**config.mk**
```make
export PLATFORM = sky130hd
export DESIGN_NAME = ahb_master_arbiter_flat
export DESIGN_NICKNAME = d
export VERILOG_FILES = /design/src/rtl/ahb_master_arbiter_if.sv /design/src/rtl/ahb_master_arbiter.sv /design/src/flat_wrapper.sv
export SDC_FILE = /design/constraint.sdc
export NUM_CORES = 1
export LEC_CHECK = 0
export ABC_AREA = 1
export CORE_ASPECT_RATIO = 2
export CORE_MARGIN = 8
export CORE_UTILIZATION = 35
export CTS_BUF_LIST = sky130_fd_sc_hd__clkbuf_8
export DETAILED_ROUTE_END_ITERATION = 8
export PLACE_DENSITY = 0.78
export REMOVE_ABC_BUFFERS = 1
export SETUP_SLACK_MARGIN = 0.2
export SLEW_MARGIN = 20
export SYNTH_ARGS = -nofsm -noshare
export SYNTH_HDL_FRONTEND = slang
export SYNTH_SLANG_ARGS = --single-unit
```
**constraint.sdc**
```tcl
create_clock -name clk_i -period 2.9 [get_ports clk_i]
set_input_delay 0.87 -clock clk_i [delete_from_list [all_inputs] [get_ports clk_i]]
set_output_delay 0.87 -clock clk_i [all_outputs]
set_load 0.05 [all_outputs]
```
**src/rtl/ahb_master_arbiter_if.sv**
```systemverilog
// +--------------------------------------------------------------------+
// | ahb_master_arbiter_if : requester handshakes plus AHB-lite master    |
// | Rev 1.0                                                              |
// +--------------------------------------------------------------------+
`default_nettype none

interface ahb_master_arbiter_if;
  logic        if_req;
  logic [31:0] if_addr;
  logic        if_gnt;
  logic        if_rvalid;
  logic        ls_req;
  logic [31:0] ls_addr;
  logic        ls_write;
  logic [1:0]  ls_size;
  logic [31:0] ls_wdata;
  logic        ls_gnt;
  logic        ls_rvalid;
  logic [31:0] rsp_rdata;
  logic        rsp_err;
  logic [31:0] haddr;
  logic [1:0]  htrans;
  logic        hwrite;
  logic [2:0]  hsize;
  logic [31:0] hwdata;
  logic [31:0] hrdata;
  logic        hready;
  logic        hresp;

  // Arbiter side: serves the requesters and masters the AHB bus
  modport slave (
    input  if_req, if_addr, ls_req, ls_addr, ls_write, ls_size, ls_wdata,
    input  hrdata, hready, hresp,
    output if_gnt, if_rvalid, ls_gnt, ls_rvalid, rsp_rdata, rsp_err,
    output haddr, htrans, hwrite, hsize, hwdata
  );

  // Environment side: requesters plus the AHB slave response path
  modport master (
    output if_req, if_addr, ls_req, ls_addr, ls_write, ls_size, ls_wdata,
    output hrdata, hready, hresp,
    input  if_gnt, if_rvalid, ls_gnt, ls_rvalid, rsp_rdata, rsp_err,
    input  haddr, htrans, hwrite, hsize, hwdata
  );
endinterface

`default_nettype wire

```
**src/rtl/ahb_master_arbiter.sv**
```systemverilog
// +--------------------------------------------------------------------+
// | ahb_master_arbiter : shares one AHB-lite master port between fetch  |
// | and load/store, LS priority with bounded fetch starvation. Rev 1.0 |
// +--------------------------------------------------------------------+
`default_nettype none

module ahb_master_arbiter #(
  parameter int FETCH_MAX_WAIT = 4,
  parameter int WCNT_W         = 3
) (
  input  logic                  clk_i,
  input  logic                  rst_ni,
  ahb_master_arbiter_if.slave   ahb_if
);

  typedef enum logic [1:0] {
    OWN_NONE = 2'd0,
    OWN_IF   = 2'd1,
    OWN_LS   = 2'd2
  } owner_e;

  localparam logic [WCNT_W-1:0] c_wait_max  = WCNT_W'(FETCH_MAX_WAIT);
  localparam bit                c_starve_en = (FETCH_MAX_WAIT != 0);

  owner_e            owner_q, owner_d;
  logic              err_q, err_d;
  logic [WCNT_W-1:0] wcnt_q, wcnt_d;
  logic [31:0]       haddr_q, haddr_d;
  logic              hwrite_q, hwrite_d;
  logic [2:0]        hsize_q, hsize_d;
  logic [31:0]       hwdata_q, hwdata_d;

  logic w_open;
  logic w_if_pick;
  logic w_if_gnt;
  logic w_ls_gnt;

  // Reset gates arbitration so no grant can escape while rst_ni is low
  assign w_open    = rst_ni & ahb_if.hready & ~err_q;
  assign w_if_pick = ahb_if.if_req &
                     (~ahb_if.ls_req | (c_starve_en & (wcnt_q == c_wait_max)));
  assign w_if_gnt  = w_open & w_if_pick;
  assign w_ls_gnt  = w_open & ahb_if.ls_req & ~w_if_pick;

  always_comb begin
    owner_d  = owner_q;
    err_d    = err_q;
    wcnt_d   = wcnt_q;
    haddr_d  = haddr_q;
    hwrite_d = hwrite_q;
    hsize_d  = hsize_q;
    hwdata_d = hwdata_q;

    if (w_if_gnt) begin
      haddr_d  = ahb_if.if_addr;
      hwrite_d = 1'b0;
      hsize_d  = 3'b010;
    end else if (w_ls_gnt) begin
      haddr_d  = ahb_if.ls_addr;
      hwrite_d = ahb_if.ls_write;
      hsize_d  = {1'b0, ahb_if.ls_size};
      if (ahb_if.ls_write) begin
        hwdata_d = ahb_if.ls_wdata;
      end
    end

    if (ahb_if.hready) begin
      if (w_if_gnt) begin
        owner_d = OWN_IF;
      end else if (w_ls_gnt) begin
        owner_d = OWN_LS;
      end else begin
        owner_d = OWN_NONE;
      end
    end

    // Two-cycle ERROR: flag on the stalled first cycle, clear on the second
    if (ahb_if.hresp && !ahb_if.hready) begin
      err_d = 1'b1;
    end else if (ahb_if.hresp && ahb_if.hready) begin
      err_d = 1'b0;
    end

    if (w_if_gnt || !ahb_if.if_req) begin
      wcnt_d = '0;
    end else if (w_ls_gnt && (wcnt_q != c_wait_max)) begin
      wcnt_d = wcnt_q + WCNT_W'(1);
    end
  end

  always_ff @(posedge clk_i or negedge rst_ni) begin
    if (!rst_ni) begin
      owner_q  <= OWN_NONE;
      err_q    <= 1'b0;
      wcnt_q   <= '0;
      haddr_q  <= '0;
      hwrite_q <= 1'b0;
      hsize_q  <= '0;
      hwdata_q <= '0;
    end else begin
      owner_q  <= owner_d;
      err_q    <= err_d;
      wcnt_q   <= wcnt_d;
      haddr_q  <= haddr_d;
      hwrite_q <= hwrite_d;
      hsize_q  <= hsize_d;
      hwdata_q <= hwdata_d;
    end
  end

  // Address-phase outputs follow the winner, otherwise hold the last value
  assign ahb_if.if_gnt    = w_if_gnt;
  assign ahb_if.ls_gnt    = w_ls_gnt;
  assign ahb_if.htrans    = (w_if_gnt | w_ls_gnt) ? 2'b10 : 2'b00;
  assign ahb_if.haddr     = haddr_d;
  assign ahb_if.hwrite    = hwrite_d;
  assign ahb_if.hsize     = hsize_d;
  assign ahb_if.hwdata    = hwdata_q;

  assign ahb_if.if_rvalid = (owner_q == OWN_IF) & ahb_if.hready;
  assign ahb_if.ls_rvalid = (owner_q == OWN_LS) & ahb_if.hready;
  assign ahb_if.rsp_rdata = ahb_if.hrdata;
  assign ahb_if.rsp_err   = ahb_if.hresp & ahb_if.hready & (owner_q != OWN_NONE);

endmodule

`default_nettype wire

```
**src/flat_wrapper.sv**
```systemverilog
// flat-port wrapper written by rule: the top's interface ports become plain ports
module ahb_master_arbiter_flat 
#(
  parameter int FETCH_MAX_WAIT = 4,
  parameter int WCNT_W         = 3
)
  (clk_i, rst_ni, ahb_if_if_req, ahb_if_if_addr, ahb_if_ls_req, ahb_if_ls_addr, ahb_if_ls_write, ahb_if_ls_size, ahb_if_ls_wdata, ahb_if_hrdata, ahb_if_hready, ahb_if_hresp, ahb_if_if_gnt, ahb_if_if_rvalid, ahb_if_ls_gnt, ahb_if_ls_rvalid, ahb_if_rsp_rdata, ahb_if_rsp_err, ahb_if_haddr, ahb_if_htrans, ahb_if_hwrite, ahb_if_hsize, ahb_if_hwdata);
  ahb_master_arbiter_if ahb_if_i ();
  input  logic clk_i;
  input  logic rst_ni;
  input wire logic [$bits(ahb_if_i.if_req)-1:0] ahb_if_if_req;
  input wire logic [$bits(ahb_if_i.if_addr)-1:0] ahb_if_if_addr;
  input wire logic [$bits(ahb_if_i.ls_req)-1:0] ahb_if_ls_req;
  input wire logic [$bits(ahb_if_i.ls_addr)-1:0] ahb_if_ls_addr;
  input wire logic [$bits(ahb_if_i.ls_write)-1:0] ahb_if_ls_write;
  input wire logic [$bits(ahb_if_i.ls_size)-1:0] ahb_if_ls_size;
  input wire logic [$bits(ahb_if_i.ls_wdata)-1:0] ahb_if_ls_wdata;
  input wire logic [$bits(ahb_if_i.hrdata)-1:0] ahb_if_hrdata;
  input wire logic [$bits(ahb_if_i.hready)-1:0] ahb_if_hready;
  input wire logic [$bits(ahb_if_i.hresp)-1:0] ahb_if_hresp;
  output wire logic [$bits(ahb_if_i.if_gnt)-1:0] ahb_if_if_gnt;
  output wire logic [$bits(ahb_if_i.if_rvalid)-1:0] ahb_if_if_rvalid;
  output wire logic [$bits(ahb_if_i.ls_gnt)-1:0] ahb_if_ls_gnt;
  output wire logic [$bits(ahb_if_i.ls_rvalid)-1:0] ahb_if_ls_rvalid;
  output wire logic [$bits(ahb_if_i.rsp_rdata)-1:0] ahb_if_rsp_rdata;
  output wire logic [$bits(ahb_if_i.rsp_err)-1:0] ahb_if_rsp_err;
  output wire logic [$bits(ahb_if_i.haddr)-1:0] ahb_if_haddr;
  output wire logic [$bits(ahb_if_i.htrans)-1:0] ahb_if_htrans;
  output wire logic [$bits(ahb_if_i.hwrite)-1:0] ahb_if_hwrite;
  output wire logic [$bits(ahb_if_i.hsize)-1:0] ahb_if_hsize;
  output wire logic [$bits(ahb_if_i.hwdata)-1:0] ahb_if_hwdata;
  assign ahb_if_i.if_req = ahb_if_if_req;
  assign ahb_if_i.if_addr = ahb_if_if_addr;
  assign ahb_if_i.ls_req = ahb_if_ls_req;
  assign ahb_if_i.ls_addr = ahb_if_ls_addr;
  assign ahb_if_i.ls_write = ahb_if_ls_write;
  assign ahb_if_i.ls_size = ahb_if_ls_size;
  assign ahb_if_i.ls_wdata = ahb_if_ls_wdata;
  assign ahb_if_i.hrdata = ahb_if_hrdata;
  assign ahb_if_i.hready = ahb_if_hready;
  assign ahb_if_i.hresp = ahb_if_hresp;
  assign ahb_if_if_gnt = ahb_if_i.if_gnt;
  assign ahb_if_if_rvalid = ahb_if_i.if_rvalid;
  assign ahb_if_ls_gnt = ahb_if_i.ls_gnt;
  assign ahb_if_ls_rvalid = ahb_if_i.ls_rvalid;
  assign ahb_if_rsp_rdata = ahb_if_i.rsp_rdata;
  assign ahb_if_rsp_err = ahb_if_i.rsp_err;
  assign ahb_if_haddr = ahb_if_i.haddr;
  assign ahb_if_htrans = ahb_if_i.htrans;
  assign ahb_if_hwrite = ahb_if_i.hwrite;
  assign ahb_if_hsize = ahb_if_i.hsize;
  assign ahb_if_hwdata = ahb_if_i.hwdata;
  ahb_master_arbiter #(.FETCH_MAX_WAIT(FETCH_MAX_WAIT), .WCNT_W(WCNT_W)) u_core (.clk_i(clk_i), .rst_ni(rst_ni), .ahb_if(ahb_if_i));
endmodule
```
# Word level (Yosys, flattened, before mapping)

Cells that the tools add are included.

Register bits: 74
Word-level logic and storage cells: 51

Add/sub/neg operators: 1
Eq/ne operators: 4
Muxes and demuxes: 13
Bitwise gates (word level): 16
Reductions and logical operators: 10

Operators by type and width:

| operator                                      | count |
|---|---|
| two-way mux 32 bit                            | 2 |
| two-way mux 3 bit                             | 4 |
| bitwise AND 1 bit                             | 10 |
| two-way mux 2 bit                             | 3 |
| nonzero test 2 bit                            | 3 |
| two-way mux 1 bit                             | 4 |
| inverter 1 bit                                | 4 |
| adder 3 x 1 -> 3 bit, second input constant   | 1 |
| == test 3 bit, second input constant          | 1 |
| logical AND 1 bit                             | 3 |
| != test 3 bit, second input constant          | 1 |
| AND reduction 3 bit                           | 1 |
| == test 2 x 1 -> 1 bit, second input constant | 1 |
| == test 2 bit, second input constant          | 1 |
| zero test 1 bit                               | 2 |
| OR 1 bit                                      | 2 |
| logical OR 1 bit                              | 1 |

# Longest topological paths before layout

Gate-level depths: netlist (run 1).

Depth in word-level cells: 8
Depth in mapped cells: 10

# Worst setup path after synthesis (run 1)

Ideal clock, no wire load.

Path kind: input to output
From: in ahb_if_if_req
To: out ahb_if_hsize[2]
Arrival time: 2.512 ns
Data required time: 2.030 ns
Slack: -0.482 ns
Stages on the path: 6
Path buffers: 2
Cell sequence: buf_2 nand2_2 nand2_1 buf_4 nand2_1 nor2_1

Word-level cells in the longest chain between the ends: 5

Ends and longest elaborated chain:

| element             | RTL line                 | RTL |
|---|---|---|
| start: declaration  | flat_wrapper.sv:11       | `input wire logic [$bits(ahb_if_i.if_req)-1:0] ahb_if_if_req;` |
| bitwise AND 1 bit * | ahb_master_arbiter.sv:40 | `assign w_if_pick = ahb_if.if_req &` |
| inverter 1 bit      | ahb_master_arbiter.sv:43 | `assign w_ls_gnt = w_open & ahb_if.ls_req & ~w_if_pick;` |
| bitwise AND 1 bit   | ahb_master_arbiter.sv:43 |  |
| two-way mux 3 bit   | ahb_master_arbiter.sv:58 | `end else if (w_ls_gnt) begin` |
| two-way mux 3 bit * | ahb_master_arbiter.sv:54 | `if (w_if_gnt) begin` |
| end: declaration    | flat_wrapper.sv:30       | `output wire logic [$bits(ahb_if_i.hsize)-1:0] ahb_if_hsize;` |

Mark *: on every way between the ends. The rest lies on a longest branch, timed or not.

# Worst setup path after layout (run 1)

From: reg u_core.wcnt_q[0]
To: out ahb_if_haddr[24]

Word-level cells in the longest chain between the ends: 7

Ends and longest elaborated chain:

| element                  | RTL line                  | RTL |
|---|---|---|
| start: declaration       | ahb_master_arbiter.sv:27  | `logic [WCNT_W-1:0] wcnt_q, wcnt_d;` |
| start signal: assignment | ahb_master_arbiter.sv:103 | `wcnt_q <= wcnt_d;` |
| == test 3 bit *          | ahb_master_arbiter.sv:41  | `(~ahb_if.ls_req \| (c_starve_en & (wcnt_q == c_wait_max)));` |
| OR 1 bit *               | ahb_master_arbiter.sv:41  |  |
| bitwise AND 1 bit *      | ahb_master_arbiter.sv:40  |  |
| inverter 1 bit           | ahb_master_arbiter.sv:43  |  |
| bitwise AND 1 bit        | ahb_master_arbiter.sv:43  |  |
| two-way mux 32 bit       | ahb_master_arbiter.sv:58  |  |
| two-way mux 32 bit *     | ahb_master_arbiter.sv:54  |  |
| end: declaration         | flat_wrapper.sv:27        | `output wire logic [$bits(ahb_if_i.haddr)-1:0] ahb_if_haddr;` |

Marks and branches as above.

==> impl_metrics.ini, run 1 <==
[status]
status = finished clean

[drt]
drt_pass1_iterations = 4
vias = 4036
drc = 0
routed_wl_mm = 15.9
ant_nets = 0
dr.first_iter.drc_count = 166
wl_per_cell_um = 19.9
viasPerCell = 5.04

[critical_path]
start_kind = flip-flop
required_ps = 2030
worstSetupEndpointType = output pin
worstPathMaxFanout = 6
worstSetupPathType = flip-flop to output pin
r2r_start = u_core.wcnt_q[0]$_DFFE_PN0P_
worst_ep_arrival_time_ps = 1970
crit_path_start = u_core.wcnt_q[0]$_DFFE_PN0P_

[synthesis]
yosys_warnings = 0
syn_area_mm2 = 0.00384
synth_seq_cells = 74
yosysUniqueCellTypes = 22
syn_avg_cell_area_um2 = 8.03
syn_inst = 478
ys_seq_area_frac = 0.482

[finish]
most-common-layout-cells = 132 x clkdlybuf4s50_1, 74 x dfrtp_1, 71 x inv_1
stdcell_area_mm2 = 0.00704
n_antenna_cell = 0
drive_above_1_share = 0.295
final_nets = 796
area_delta_synth_final_pct = 83.4
final_common_cell = clkdlybuf4s50_1

[floorplanning]
start_util = 0.355
die_y_um = 164
row_count = 54
chipWidth_um = 90.1
io_pins = 244
core_area_mm2 = 0.0108
die_area_mm2 = 0.0148

[power]
p_per_area_mw_per_mm2 = 685
cellLeakagePower_nw = 3.33
peakVddDrop_mv = 0.465

[timing]
worst_pin_slew_ps = 577
final_max_slew_viol_count = 0
setup_slack_ps = 57.4
relSlewSlack = 0.615
setup_violations = 0
finalCritPeriodShare = 0.980
hold_violations = 0
rsz0062_at_grt = true
fmax_mhz = 352
finalClockSkew_ps = 12.0
finalCriticalPeriod_ps = 2840

[hold_path]
holdCritPathClass = input pin to async pin

[clock_network]
clock-root-buffer = clkbuf_8
clock_latency_ps = 350
cts_tree = built
clkTransAtPathRegs_ps = 80
cts_buffers = 9
cts_buffer_depth = 2
cts-htree-levels = 3
ctsHoldBuffers = 0
cts.sinks = 74

[placement]
globalplace.congestion = 0.835
detailedPlace.worstSlack_ps = -547
port_buffers = 178
place_area_mm2 = 0.00600
hpwlAfterDp_mm = 11.1

[global_route]
grt_overflow = 0
grt_pass1_vias = 4439
grt_max_degree = 65
grt_usage = 0.207
grt_pass1_wl_mm = 23.7
antenna_found_initial = 0

[job]
maxCapViolations = 0
==> synthesized netlist by cell type (all sizes together) <==
cell / count / area [um^2]
nand2: 111 / 422
inv: 76 / 285
dfrtp: 74 / 1850
nand3: 72 / 370
buf: 57 / 408
o21ai: 36 / 180
nand4: 33 / 206
clkbuf: 7 / 26.3
nor2: 4 / 30.0
ha: 2 / 25.0
nor3: 2 / 10.0
a21oi: 1 / 5.00
conb: 1 / 3.75
o21a: 1 / 7.51
xor2: 1 / 8.76
==> routing by layer <==
metal  share of wire  track usage  routed length (um)  up-vias
met5          0.0033       0.0345                  53        -
met4           0.053        0.143                 844        2
met3           0.098       0.0934                1560       51
met2            0.51        0.351                8120      245
met1            0.34        0.195                5340     1894
li1                -            -                   -     1844
==> cell type report <==
type,count,area (um^2)
Inverter,76,298
Multi-Input combinational cell,264,1580
Timing Repair Buffer,232,2900
Fill cell,869,3770
Tap cell,140,175
Clock inverter,5,103
Clock buffer,10,138
Sequential cell,74,1850
==> registers in the layout, indices dropped and copies added (netlist names) <==
register	flops
u_core.hwrite_q	1
u_core.wcnt_q	3
u_core.err_q	1
u_core.owner_q	2
u_core.hsize_q	3
u_core.ahb_if.hwdata	32
u_core.haddr_q	32
==> worst paths after layout <==
kind | endpoint | slack [ps] | depth (start not counted)
setup reg to reg | u_core.ahb_if.hwdata[16]$_DFFE_PN0P_ | 900 | 9
hold / removal | u_core.ahb_if.hwdata[29]$_DFFE_PN0P_ | 400 | 2
min in group clk_i | u_core.ahb_if.hwdata[23]$_DFFE_PN0P_ | 500 | 2
setup / recovery | ahb_if_haddr[24] | 60 | 11
hold reg to reg | u_core.ahb_if.hwdata[23]$_DFFE_PN0P_ | 500 | 2
max in group asynchronous | u_core.haddr_q[13]$_DFF_PN0_ | 1760 | 3
==> timing repair <==
| action | in CTS | in global routing |
|---|---|---|
| buffers inserted | 18 | 3 |
| resized for setup | 90 | 47 |
| endpoints found under the setup margin | 42 | 40 |
| endpoints found under the hold margin | 0 | 0 |
| cloned | 5 | 1 |
| pin swaps | 10 | 5 |
==> where the power goes <==
part | internal, mW | switching [mW] | leakage, nW
clock network | 0.589 | 0.380 | 0.118
logic | 1.07 | 1.41 | 2.27
registers | 1.27 | 0.106 | 0.945
==> worst max-delay path, cell delays in order, from the launching register on <==
cell and delay, ps:
dfrtp_1 400, inv_1 70, ha_2 170, nand2_2 70, nand2_4 130, buf_6 130, buf_4 140, nand4_1 150
nand2_2 110, inv_2 50, nand2_4 60, buf_12 140
==> logic make-up after synthesis <==
logic type                 count (synthesis)  share of synthesized area
xor gates and xnor gates                   1                    0.00228
and+or+nand+nor                          222                      0.270
DFF                                       74                      0.482
adders and majority gates                  2                    0.00652
AOI/OAI and AO/OA                         38                     0.0502
buffers and inverters                    140                      0.187
other                                      1                   0.000977
==> metrics by stage <==
step	std cells	total power [mW]	util	hold WS (ps)	TNS, ps
floorplan	414	2.51	-	478	-40060
global placement	759	3.65	0.555	471	-16570
detailed placement	759	3.69	0.555	482	-18370
CTS	797	4.80	0.632	381	0
global route	801	5.02	0.652	374	-253
finish	801	4.83	0.652	404	0
No activity file was read; power rests on OpenSTA's default activity.
==> run 2: changes to the inputs <==
--- a/config.mk
+++ b/config.mk
@@ -7,7 +7,6 @@
 export LEC_CHECK = 0
 export ABC_AREA = 1
 export CORE_ASPECT_RATIO = 2
-export CORE_MARGIN = 8
 export CORE_UTILIZATION = 35
 export CTS_BUF_LIST = sky130_fd_sc_hd__clkbuf_8
 export DETAILED_ROUTE_END_ITERATION = 8
==> impl_metrics.ini, run 2 (synthesis results as in run 1) <==
[timing]
rsz0062_at_grt = true
whs_ps = 489
setup_slack_ps = -49.3
worst_pin_slew_ps = 814
hold_violations = 0
setup_violations = 8
finalCritPeriodShare = 1.02
fmax_mhz = 339
finalCriticalPeriod_ps = 2950
relSlewSlack = 0.458
final_max_slew_viol_count = 0
finalClockSkew_ps = 12.7

[global_route]
grt_use_met3 = 0.155
grtUsageMet1 = 0.215
grt.busiest_layer = met2
grt_use_met2 = 0.474
antenna_found_initial = 1
grt_pass1_wl_mm = 22.0
grt_max_degree = 66
grt_usage = 0.258
grt_pass1_vias = 4114
grt_overflow = 0

[critical_path]
required_ps = 2030
worst_ep_arrival_time_ps = 2080
worstSetupPathType = flip-flop to output pin
worstPathMaxFanout = 8
crit_path_start = u_core.wcnt_q[1]$_DFFE_PN0P_
r2r_start = u_core.wcnt_q[1]$_DFFE_PN0P_
worstSetupEndpointType = output pin
start_kind = flip-flop

[placement]
hpwlAfterDp_mm = 10.7
place_area_mm2 = 0.00610
port_buffers = 178
globalplace.congestion = 0.863

[drt]
viasPerCell = 5.05
routed_wl_mm = 15.5
wl_per_cell_um = 19.1
dr.first_iter.drc_count = 150
ant_nets = 0
drc = 0
vias = 4093
drt_pass1_iterations = 4

[finish]
most-common-layout-cells = 131 x clkdlybuf4s50_1, 74 x dfrtp_1, 70 x inv_1
stdcell_area_mm2 = 0.00723
final_nets = 807
final_common_cell = clkdlybuf4s50_1
drive_above_1_share = 0.324
area_delta_synth_final_pct = 88.2

[power]
peakVddDrop_mv = 0.489
cellLeakagePower_nw = 3.46
p_per_area_mw_per_mm2 = 666
p_seq_frac = 0.288
p_sw_frac = 0.400
pwr-share-clk = 0.186
p_comb_frac = 0.526
power.switching_mw = 1.92
p_int_mw = 2.89

[status]
violations = negative setup slack
status = complete, but fails checks

[floorplanning]
core_area_mm2 = 0.0106
die_area_mm2 = 0.0114
io_pins = 244
chipWidth_um = 76.1
die_y_um = 150
row_count = 53
start_util = 0.362

[hold_path]
hp-start = u_core.ahb_if.hwdata[21]$_DFFE_PN0P_
holdCritPathClass = flip-flop to flip-flop

[clock_network]
cts_buffer_depth = 2
cts-htree-levels = 3
clock_latency_ps = 350
cts.sinks = 74
ctsHoldBuffers = 0
cts_buffers = 9
clkTransAtPathRegs_ps = 80
clock-root-buffer = clkbuf_8
cts_tree = built

[job]
maxCapViolations = 0
-- run 2: worst paths after layout --
path	end	slack (ps)	cells after the start
max	ahb_if_haddr[7]	-50	11
min	u_core.ahb_if.hwdata[21]$_DFFE_PN0P_	490	2
max reg2reg	u_core.ahb_if.hwdata[9]$_DFFE_PN0P_	900	9
min reg2reg	u_core.ahb_if.hwdata[21]$_DFFE_PN0P_	490	2
max in group asynchronous	u_core.haddr_q[23]$_DFF_PN0_	1440	4
min in group asynchronous	u_core.err_q$_DFFE_PN0P_	500	3
-- run 2: critical path, stage by stage (launching register included) --
cell     delay [ps]
dfrtp_1         410
inv_1            70
ha_2            170
nand2_2          60
nand2_4         100
buf_12          110
nand3_4         150
buf_12          180
buf_16          140
nand3_2          90
nand2_2          90
buf_12          160
-- run 2: area by class of cell --
class                   count  area (um^2)
multi-input cells         264         1680
diodes                      1         2.50
repair buffers            243         3000
fillers                   750         3380
clock inverters             6         81.3
inverters                  76          298
clock buffers              10          138
well taps                 137          171
flip-flops and latches     74         1850
-- run 2: repair_timing --
action                                  4_1_cts  5_1_grt
endpoints found under the setup margin       42       39
gates cloned                                  5        2
gates resized for setup                     108       49
pin swaps                                    22       25
setup buffers                                12       10
-- run 2: power groups by stage --
stage / Clock [mW] / Sequential [mW] / Combinational, mW
3_3_place_gp: 0 / 1.37 / 2.27
5_1_grt: 0.967 / 1.41 / 2.62
4_1_cts: 0.925 / 1.37 / 2.43
3_5_place_dp: 0 / 1.38 / 2.30
6_report: 0.893 / 1.39 / 2.53
2_1_floorplan: 0 / 1.74 / 0.771
-- run 2: through the flow --
step                power (mW)  TNS (ps)  setup WS (ps)  cells  utilization
floorplan                 2.51    -40060          -1670    414            -
global placement          3.64    -12550           -341    765        0.575
detailed placement        3.68    -13070           -364    765        0.575
CTS                       4.73     -9.96          -4.16    798        0.650
global route              5.00     -1500           -127    811        0.681
finish                    4.81      -113          -49.3    811        0.681
-- run 2: metal layers --
metal	part of all wire	vias to the layer above	routed length (um)
met5	0.0022	-	34
met4	0.042	2	656
met3	0.12	46	1910
met2	0.55	218	8490
met1	0.29	1953	4440
li1	-	1874	-
==> run 3: changes to the inputs <==
--- a/config.mk
+++ b/config.mk
@@ -10,6 +10,7 @@
 export CORE_UTILIZATION = 35
 export CTS_BUF_LIST = sky130_fd_sc_hd__clkbuf_8
 export DETAILED_ROUTE_END_ITERATION = 8
+export MAX_ROUTING_LAYER = met4
 export PLACE_DENSITY = 0.78
 export REMOVE_ABC_BUFFERS = 1
 export SETUP_SLACK_MARGIN = 0.2
==> constraint.sdc (replaced) <==
create_clock -name clk_i -period 2.9 [get_ports clk_i]
set_input_delay 0.58 -clock clk_i [delete_from_list [all_inputs] [get_ports clk_i]]
set_output_delay 0.58 -clock clk_i [all_outputs]
set_load 0.05 [all_outputs]
==> impl_metrics.ini, run 3 (synthesis results as in run 1) <==
[timing]
finalCritPeriodShare = 0.902
finalCriticalPeriod_ps = 2620
relSlewSlack = 0.452
rsz0062_at_grt = true
worst_pin_slew_ps = 823
setup_slack_ps = 284
fmax_mhz = 382
finalClockSkew_ps = 15.5
final_max_slew_viol_count = 0
setup_violations = 0
hold_violations = 0

[critical_path]
start_kind = input pin
worstSetupPathType = input pin to output pin
slowest_delay_ps = 520
path_buf_inv = 4
crit_top_cell = buf_12
worstPathCellList = clkdlybuf4s50_1, nand2_4, buf_4, nand3_4, buf_12, nand2_2, nor2_4, buf_12
path_delay_family = buffers and inverters
worst_ep_arrival_time_ps = 2040
cp_slowest_cell = clkdlybuf4s50_1
worstSetupEndpointType = output pin
required_ps = 2320
worstPathMaxFanout = 15

[finish]
most-common-layout-cells = 133 x clkdlybuf4s50_1, 81 x nand2_1, 77 x inv_1
multi_input_area_mm2 = 0.00137
fin_cells = 773
n_antenna_cell = 0
drive_above_1_share = 0.190
final_nets = 770
final_common_cell = clkdlybuf4s50_1
area_delta_synth_final_pct = 65.5
fillCellCount = 886
ff_latch_area_mm2 = 0.00185

[job]
maxCapViolations = 0

[drt]
drt_pass1_iterations = 5
vias = 3816
drc = 0
viasPerCell = 4.94
wl_per_cell_um = 17.4
routed_wl_mm = 13.4
ant_nets = 0
dr.first_iter.drc_count = 129

[placement]
port_buffers = 178
place_inst = 745
detailedPlace.worstSlack_ps = 117
globalplace.congestion = 0.926
hpwlAfterDp_mm = 10.0

[status]
status = finished clean

[clock_network]
clkTransAtPathRegs_ps = 80
cts-htree-levels = 3
cts_buffer_depth = 2
clock-root-buffer = clkbuf_8
cts_tree = built
cts_buffers = 9
clock_latency_ps = 350
cts.sinks = 74
ctsHoldBuffers = 0

[global_route]
grt_pass1_wl_mm = 19.4
grt_overflow = 0
grtUsageMet1 = 0.197
grt_usage = 0.235
grt_use_met2 = 0.400
grt.busiest_layer = met2
grt_max_degree = 65
grt_pass1_vias = 3751
antenna_found_initial = 0
grt_use_met3 = 0.148

[power]
power_mw = 4.47
p_per_area_mw_per_mm2 = 703
peakVddDrop_mv = 0.502
cellLeakagePower_nw = 3.11

[floorplanning]
core_area_mm2 = 0.0106
io_pins = 244
chipWidth_um = 76.1
die_y_um = 150
start_util = 0.362
die_area_mm2 = 0.0114
row_count = 53

[hold_path]
holdCritPathClass = input pin to async pin
run 3: area by class of cell:
cell class | instances | share of cell area
Sequential cell | 74 | 0.291
Tap cell | 137 | 0.0270
Clock buffer | 10 | 0.0217
Clock inverter | 6 | 0.00906
Timing Repair Buffer | 206 | 0.391
Inverter | 76 | 0.0449
Multi-Input combinational cell | 264 | 0.215
run 3: worst paths after layout:
kind / slack [ps] / cells past startpoint / from / to
setup / recovery: 280 / 8 / ahb_if_ls_req / ahb_if_hsize[2]
hold / removal: 60 / 1 / rst_ni / u_core.owner_q[1]$_DFFE_PN0P_
setup reg to reg: 850 / 9 / u_core.wcnt_q[1]$_DFFE_PN0P_ / u_core.ahb_if.hwdata[9]$_DFFE_PN0P_
hold reg to reg: 490 / 2 / u_core.ahb_if.hwdata[0]$_DFFE_PN0P_ / u_core.ahb_if.hwdata[0]$_DFFE_PN0P_
max in group asynchronous: 1790 / 2 / rst_ni / u_core.ahb_if.hwdata[21]$_DFFE_PN0P_
min in group clk_i: 490 / 2 / u_core.ahb_if.hwdata[0]$_DFFE_PN0P_ / u_core.ahb_if.hwdata[0]$_DFFE_PN0P_
run 3: report_power, final:
group | internal (mW) | switching (mW) | total, mW
registers | 1.27 | 0.0992 | 1.37
clock network | 0.415 | 0.378 | 0.793
logic | 0.968 | 1.34 | 2.31
total | 2.65 | 1.82 | 4.47
run 3: stage by stage:
stage | area (um^2) | util | hold WS [ps] | setup TNS [ps]
2_1_floorplan | 3410 | - | 284 | -14530
3_3_place_gp | 5880 | 0.555 | 424 | 0
3_5_place_dp | 5880 | 0.555 | 429 | 0
4_1_cts | 6090 | 0.574 | 32.7 | 0
5_1_grt | 6350 | 0.599 | 31.3 | 0
6_report | 6350 | 0.599 | 62.2 | 0
run 3: routing by layer:
metal  vias up  part of all wire
met5         -                 0
met4         0             0.044
met3        46              0.14
met2       237              0.52
met1      1733              0.30
li1       1800                 -
run 3: timing repair:
| item | in CTS | in global routing |
|---|---|---|
| hold endpoints to repair | 0 | 0 |
| gates resized for setup | 6 | 38 |
| gates cloned | 0 | 4 |
| setup buffers | 0 | 8 |
| pin swaps | 0 | 3 |
| endpoints found under the setup margin | 34 | 36 |
